<file path="src/rtl/gecko_load_writeback_pkg.sv">
// Shared Gecko types and helpers for the load writeback stage: memory-op metadata,
// writeback operation, forwarding record and load formatting.
package gecko_load_writeback_pkg;

    localparam int GECKO_LOAD_QUEUE_DEPTH = 4;

    // funct3 encodings of the load instructions
    localparam logic [2:0] GECKO_LS_B  = 3'b000;
    localparam logic [2:0] GECKO_LS_H  = 3'b001;
    localparam logic [2:0] GECKO_LS_W  = 3'b010;
    localparam logic [2:0] GECKO_LS_BU = 3'b100;
    localparam logic [2:0] GECKO_LS_HU = 3'b101;

    typedef logic [4:0] gecko_reg_address_t;
    typedef logic [3:0] gecko_reg_status_t;

    typedef struct packed {
        gecko_reg_address_t addr;
        gecko_reg_status_t  reg_status;
        logic               jump_flag;
        logic [2:0]         op;
        logic [1:0]         offset;
    } gecko_mem_operation_t;

    typedef struct packed {
        logic [31:0]        value;
        gecko_reg_address_t addr;
        logic               speculative;
        gecko_reg_status_t  reg_status;
        logic               jump_flag;
    } gecko_operation_t;

    typedef struct packed {
        logic               valid;
        logic [31:0]        value;
        gecko_reg_address_t addr;
        gecko_reg_status_t  reg_status;
    } gecko_forwarded_t;

    function automatic logic [31:0] gecko_get_load_result(
        input logic [31:0] word,
        input logic [1:0]  offset,
        input logic [2:0]  op
    );
        logic [31:0] shifted;
        logic [7:0]  lane_b;
        logic [15:0] lane_h;
        logic [31:0] result;
        shifted = word >> {offset, 3'b000};
        lane_b  = shifted[7:0];
        lane_h  = offset[1] ? word[31:16] : word[15:0];
        case (op)
            GECKO_LS_B:  result = {{24{lane_b[7]}}, lane_b};
            GECKO_LS_H:  result = {{16{lane_h[15]}}, lane_h};
            GECKO_LS_BU: result = {24'b0, lane_b};
            GECKO_LS_HU: result = {16'b0, lane_h};
            default:     result = word;
        endcase
        return result;
    endfunction

    function automatic gecko_operation_t gecko_get_load_operation(
        input gecko_mem_operation_t mem_op,
        input logic [31:0]          word
    );
        gecko_operation_t result;
        result             = '0;
        result.value       = gecko_get_load_result(word, mem_op.offset, mem_op.op);
        result.addr        = mem_op.addr;
        result.speculative = 1'b0;
        result.reg_status  = mem_op.reg_status;
        result.jump_flag   = mem_op.jump_flag;
        return result;
    endfunction

    function automatic gecko_forwarded_t gecko_construct_forward(
        input logic             valid,
        input gecko_operation_t operation
    );
        gecko_forwarded_t fwd;
        fwd.valid      = valid;
        fwd.value      = operation.value;
        fwd.addr       = operation.addr;
        fwd.reg_status = operation.reg_status;
        return fwd;
    endfunction

endpackage

</file>
<file path="src/rtl/gecko_mem_op_queue.sv">
// Circular FIFO of load metadata; push is refused while full, pop while empty.
module gecko_mem_op_queue
    import gecko_load_writeback_pkg::*;
#(
    parameter int DEPTH = GECKO_LOAD_QUEUE_DEPTH
) (
    input  logic                         clk,
    input  logic                         rst,
    input  logic                         push,
    input  gecko_mem_operation_t         push_data,
    input  logic                         pop,
    output gecko_mem_operation_t         head,
    output logic                         full,
    output logic                         empty,
    output logic [$clog2(DEPTH+1)-1:0]   count
);

    localparam int PTR_W = $clog2(DEPTH);
    localparam int CNT_W = $clog2(DEPTH + 1);

    logic [PTR_W-1:0]     wr_ptr_q, wr_ptr_d;
    logic [PTR_W-1:0]     rd_ptr_q, rd_ptr_d;
    logic [CNT_W-1:0]     count_q, count_d;
    gecko_mem_operation_t mem_q [DEPTH];
    gecko_mem_operation_t mem_d [DEPTH];
    logic                 do_push;
    logic                 do_pop;

    assign full    = (count_q == CNT_W'(DEPTH));
    assign empty   = (count_q == '0);
    assign do_push = push && !full;
    assign do_pop  = pop && !empty;
    assign head    = mem_q[rd_ptr_q];
    assign count   = count_q;

    // Pointers wrap naturally because DEPTH is a power of two.
    always_comb begin
        wr_ptr_d = wr_ptr_q;
        rd_ptr_d = rd_ptr_q;
        count_d  = count_q;
        mem_d    = mem_q;
        if (do_push) begin
            mem_d[wr_ptr_q] = push_data;
            wr_ptr_d        = wr_ptr_q + 1'b1;
        end
        if (do_pop) begin
            rd_ptr_d = rd_ptr_q + 1'b1;
        end
        if (do_push && !do_pop) begin
            count_d = count_q + 1'b1;
        end else if (!do_push && do_pop) begin
            count_d = count_q - 1'b1;
        end
    end

    always_ff @(posedge clk or negedge rst) begin
        if (!rst) begin
            wr_ptr_q <= '0;
            rd_ptr_q <= '0;
            count_q  <= '0;
            for (int i = 0; i < DEPTH; i++) begin
                mem_q[i] <= '0;
            end
        end else begin
            wr_ptr_q <= wr_ptr_d;
            rd_ptr_q <= rd_ptr_d;
            count_q  <= count_d;
            mem_q    <= mem_d;
        end
    end

endmodule

</file>
<file path="src/rtl/gecko_load_writeback.sv">
// Pairs in-order memory read responses with queued load metadata and emits a
// registered, formatted writeback operation plus a bypass for decode/issue.
module gecko_load_writeback
    import gecko_load_writeback_pkg::*;
#(
    parameter int DEPTH = GECKO_LOAD_QUEUE_DEPTH
) (
    input  logic                       clk,
    input  logic                       rst,
    input  logic                       mem_op_valid,
    output logic                       mem_op_ready,
    input  gecko_mem_operation_t       mem_op_data,
    input  logic                       mem_resp_valid,
    output logic                       mem_resp_ready,
    input  logic [31:0]                mem_resp_data,
    output logic                       load_result_valid,
    input  logic                       load_result_ready,
    output gecko_operation_t           load_result_data,
    output gecko_forwarded_t           load_forward,
    output logic [$clog2(DEPTH+1)-1:0] outstanding_count
);

    // Handshakes: a transfer happens on a cycle where valid && ready are both high;
    // valid never waits on ready, and the result is held stable while valid && !ready.

    gecko_mem_operation_t q_head;
    logic                 q_full;
    logic                 q_empty;
    logic                 resp_fire;
    logic                 result_fire;
    logic                 result_valid_q, result_valid_d;
    gecko_operation_t     result_q, result_d;

    gecko_mem_op_queue #(
        .DEPTH(DEPTH)
    ) u_queue (
        .clk       (clk),
        .rst       (rst),
        .push      (mem_op_valid),
        .push_data (mem_op_data),
        .pop       (resp_fire),
        .head      (q_head),
        .full      (q_full),
        .empty     (q_empty),
        .count     (outstanding_count)
    );

    assign mem_op_ready   = !q_full;
    assign mem_resp_ready = !q_empty && (!result_valid_q || load_result_ready);
    assign resp_fire      = mem_resp_valid && mem_resp_ready;
    assign result_fire    = result_valid_q && load_result_ready;

    always_comb begin
        result_valid_d = result_valid_q;
        result_d       = result_q;
        if (resp_fire) begin
            result_valid_d = 1'b1;
            result_d       = gecko_get_load_operation(q_head, mem_resp_data);
        end else if (result_fire) begin
            result_valid_d = 1'b0;
        end
    end

    always_ff @(posedge clk or negedge rst) begin
        if (!rst) begin
            result_valid_q <= 1'b0;
            result_q       <= '0;
        end else begin
            result_valid_q <= result_valid_d;
            result_q       <= result_d;
        end
    end

    assign load_result_valid = result_valid_q;
    assign load_result_data  = result_q;
    assign load_forward      = gecko_construct_forward(result_valid_q, result_q);

endmodule

</file>
<file path="config.mk">
export PLATFORM = sky130hd
export DESIGN_NAME = gecko_load_writeback
export DESIGN_NICKNAME = d
export VERILOG_FILES = /design/src/rtl/gecko_load_writeback_pkg.sv /design/src/rtl/gecko_mem_op_queue.sv /design/src/rtl/gecko_load_writeback.sv
export SDC_FILE = /design/constraint.sdc
export NUM_CORES = 1
export LEC_CHECK = 0
export ABC_AREA = 1
export CAP_MARGIN = 10
export CORE_ASPECT_RATIO = 1.25
export CORE_MARGIN = 2
export CORE_UTILIZATION = 40
export DETAILED_ROUTE_END_ITERATION = 12
export PLACE_DENSITY = 0.66
export SLEW_MARGIN = 10
export SYNTH_ARGS = -nofsm -noshare
export SYNTH_HDL_FRONTEND = slang
export SYNTH_SLANG_ARGS = --single-unit
</file>
<file path="constraint.sdc">
create_clock -name clk -period 6.52 [get_ports clk]
set_clock_uncertainty 0.1 [all_clocks]
set_input_delay 0.652 -clock clk [delete_from_list [all_inputs] [get_ports clk]]
set_output_delay 0.652 -clock clk [all_outputs]
set_load 0.01 [all_outputs]
</file>
==> metrics <==
worst setup margin 3100 ps; PortBufs ~140; detailed router's first-iteration violation count 281; Unique masters post-synth 32; synth cell count leaders 219 x nand2_1, 110 x dfrtp_1, 108 x o21ai_0; P per Cell Area approximately 540 nW/µm²; Peak VDD IR about 0.00018 V; dominant cells by area after synthesis dfrtp_1 46%, nand2_1 14%, o21ai_0 9.0%; crit-path max cell delay 1000 ps; Post-CTS Hold Fix Bufs 0; Worst R2R Path Depth 10; post-DP HPWL between 9000 and 10000 µm; Post-Syn Area 6040 µm²; vias per cell approximately 4.9; Final Hold Viols 0; syn_area_per_cell between 7 and 8 µm²; Synth top area share 0.456; I/O pins ~140; Synth-to-Final Area Change 23.6%; Antenna diodes 0; vias in the first global route between 4000 and 5000; worst slew pin tran between 1000 and 1500 ps; number of clock sinks 110; Die Height roughly 140 µm; Post-layout nets 900; Cell Rows 50; CTS root buf clkbuf_16; Slew Viols, Final 0; Peak Freq between 0.2 and 0.3 GHz; cell taking the most area after synthesis dfrtp_1; total setup buffers inserted after CTS 0; initial antenna violation count 0; Arrival @ worst endpoint 3620 ps; sequential area share after synthesis 0.456; Die X 114 µm; RSZ-0062 raised after global routing no; Period minus WS final around 3400 ps; CTS buffer count 9; DP Cell Count 1013; status finished, final reports clean; wire per inst roughly 14 µm; most frequent CP cell nand2_1; crit path launch u_queue.rd_ptr_q[0]$_DFFE_PN0P_; largest net degree at the start of global routing 89; slowest stage cell, crit path dfrtp_1; DR pass1 iterations 7; clk buf depth 2; worst r2r src u_queue.rd_ptr_q[0]$_DFFE_PN0P_; Core ar. between 10000 and 15000 µm²; most frequent cell after synthesis nand2_1; post-synthesis async set-or-reset flop share 1.00; Req. time, crit path roughly 6700 ps; Die ar. 16100 µm²; Gate Count Post-Synth just under 800; global-route wire length before repair between 20000 and 25000 µm; leakage dissipation 3.77 nW; dpl cell area about 7200 µm²; count of final setup violators 0; max_cap viols 0; # fillers 1447; Hold WC Path Type in -> async; Seq cells post-synth 110; flop2flop setup slack ~3100 ps; H-tree levels 3; dpl ws just over 3000 ps; relative slew slack 0.272; Primary FF master, synth dfrtp_1; gr ovfl total 0; share of post-route cells with drive strength above 1 0.0826; TNS Setup 0 ps; number of synthesized flops with an enable pin 0; CP Cell Sequence inv_2, nand2_1, nand3_2, nand2_2, nand2_4, nor2_4, nand3_4, nand3_1, nand2_1, inv_1; clock-pin transition on the worst setup and hold timing paths 80 ps; WL final about 15000 µm; Critical Setup Path Class reg -> reg; Final Cycle Share 0.525; post-CTS sizing 0; fin cells 1029; RePlAce Congestion between 0.8 and 0.9; startpoint types register; antenna-violating nets left 0; Tot GR Track Use 0.186; crit path capture load_forward[40]$_DFFE_PN0P_; Worst Path Max Fanout 36; Ys Warns 0; Starting Density 0.406; Finished Cell Area ~7500 µm²; CTS tree built; CP Capture Type register; DRC violations left 0; Synth Net Count around 830; Crit Reg-Reg Endpoint load_forward[40]$_DFFE_PN0P_; Skew-Pair Late Insertion Delay between 300 and 400 ps; vias 5040
[sequential cells by signal, indices dropped and copies added (netlist names)]
register and flops:
load_forward 41, u_queue.count 3, u_queue.mem_q 60, u_queue.wr_ptr_q 2, load_result_data 1, load_result_valid 1, u_queue.rd_ptr_q 2
[cell type report]
class,instances,area (µm²),area share
sequential,110,2750,0.369
multi-input combinational,482,2390,0.321
timing repair buffer,144,1430,0.192
inverter,95,359,0.0481
tap,182,228,0.0305
clock buffer,9,225,0.0302
clock inverter,7,73.8,0.00989
[how the worst min path moves through the flow]
stage                                          to  slack (ps)  depth (start not counted)
floorplan             load_forward[0]$_DFFE_PN0P_         260                          0
global placement    u_queue.mem_q[20]$_DFFE_PN0P_         360                          2
global route         load_forward[10]$_DFFE_PN0P_          90                          1
CTS                  load_forward[10]$_DFFE_PN0P_          90                          1
finish               load_forward[10]$_DFFE_PN0P_          80                          1
detailed placement  u_queue.mem_q[34]$_DFFE_PN0P_         370                          2
[layout by cell type, fill, tap and decap left out, types with 10 or more instances in the layout]
cell / instances
nor2_1: 28
or2_2: 16
o22ai_1: 10
inv_1: 93
nand2_1: 219
clkdlybuf4s50_1: 140
nand3_1: 50
dfrtp_1: 110
nand3_2: 18
o21ai_0: 108
[critical path, delay by kind of cell, from the launching register on]
kind	cells	cell delay (ps)
simple gates	8	1730
flops	1	1000
buf+inv	2	530
[where the power goes]
part / internal, W / switching [W]
clock network: 0.000271 / 0.000281
registers: 0.00101 / 0.000262
logic: 0.000976 / 0.00121
total: 0.00226 / 0.00176
[cells by family after synthesis]
logic type | share of synthesized area
simple gates | 0.268
buf+inv | 0.148
compound gates | 0.105
flops | 0.456
fa+ha+maj | 0.0137
xor+xnor | 0.00725
other cells | 0.000621
mux | 0.00186
[metrics by stage]
step | total power, W | util | hold slack, ps
after floorplan | 0.00282 | - | 256
after global placement | 0.00344 | 0.481 | 361
after detailed placement | 0.00348 | 0.481 | 368
after CTS | 0.00404 | 0.501 | 92.9
after global routing | 0.00437 | 0.501 | 93.2
final | 0.00401 | 0.501 | 80.8
[routing by layer]
metal / track usage / wire length [µm] / up-vias
met2: 0.298 / 6910 / 155
met1: 0.250 / 6560 / 2347
met4: 0.0860 / 478 / 0
met5: 0 / 0 / -
met3: 0.0269 / 668 / 35
li1: - / - / 2503
Power figures use the tool's default switching activity.
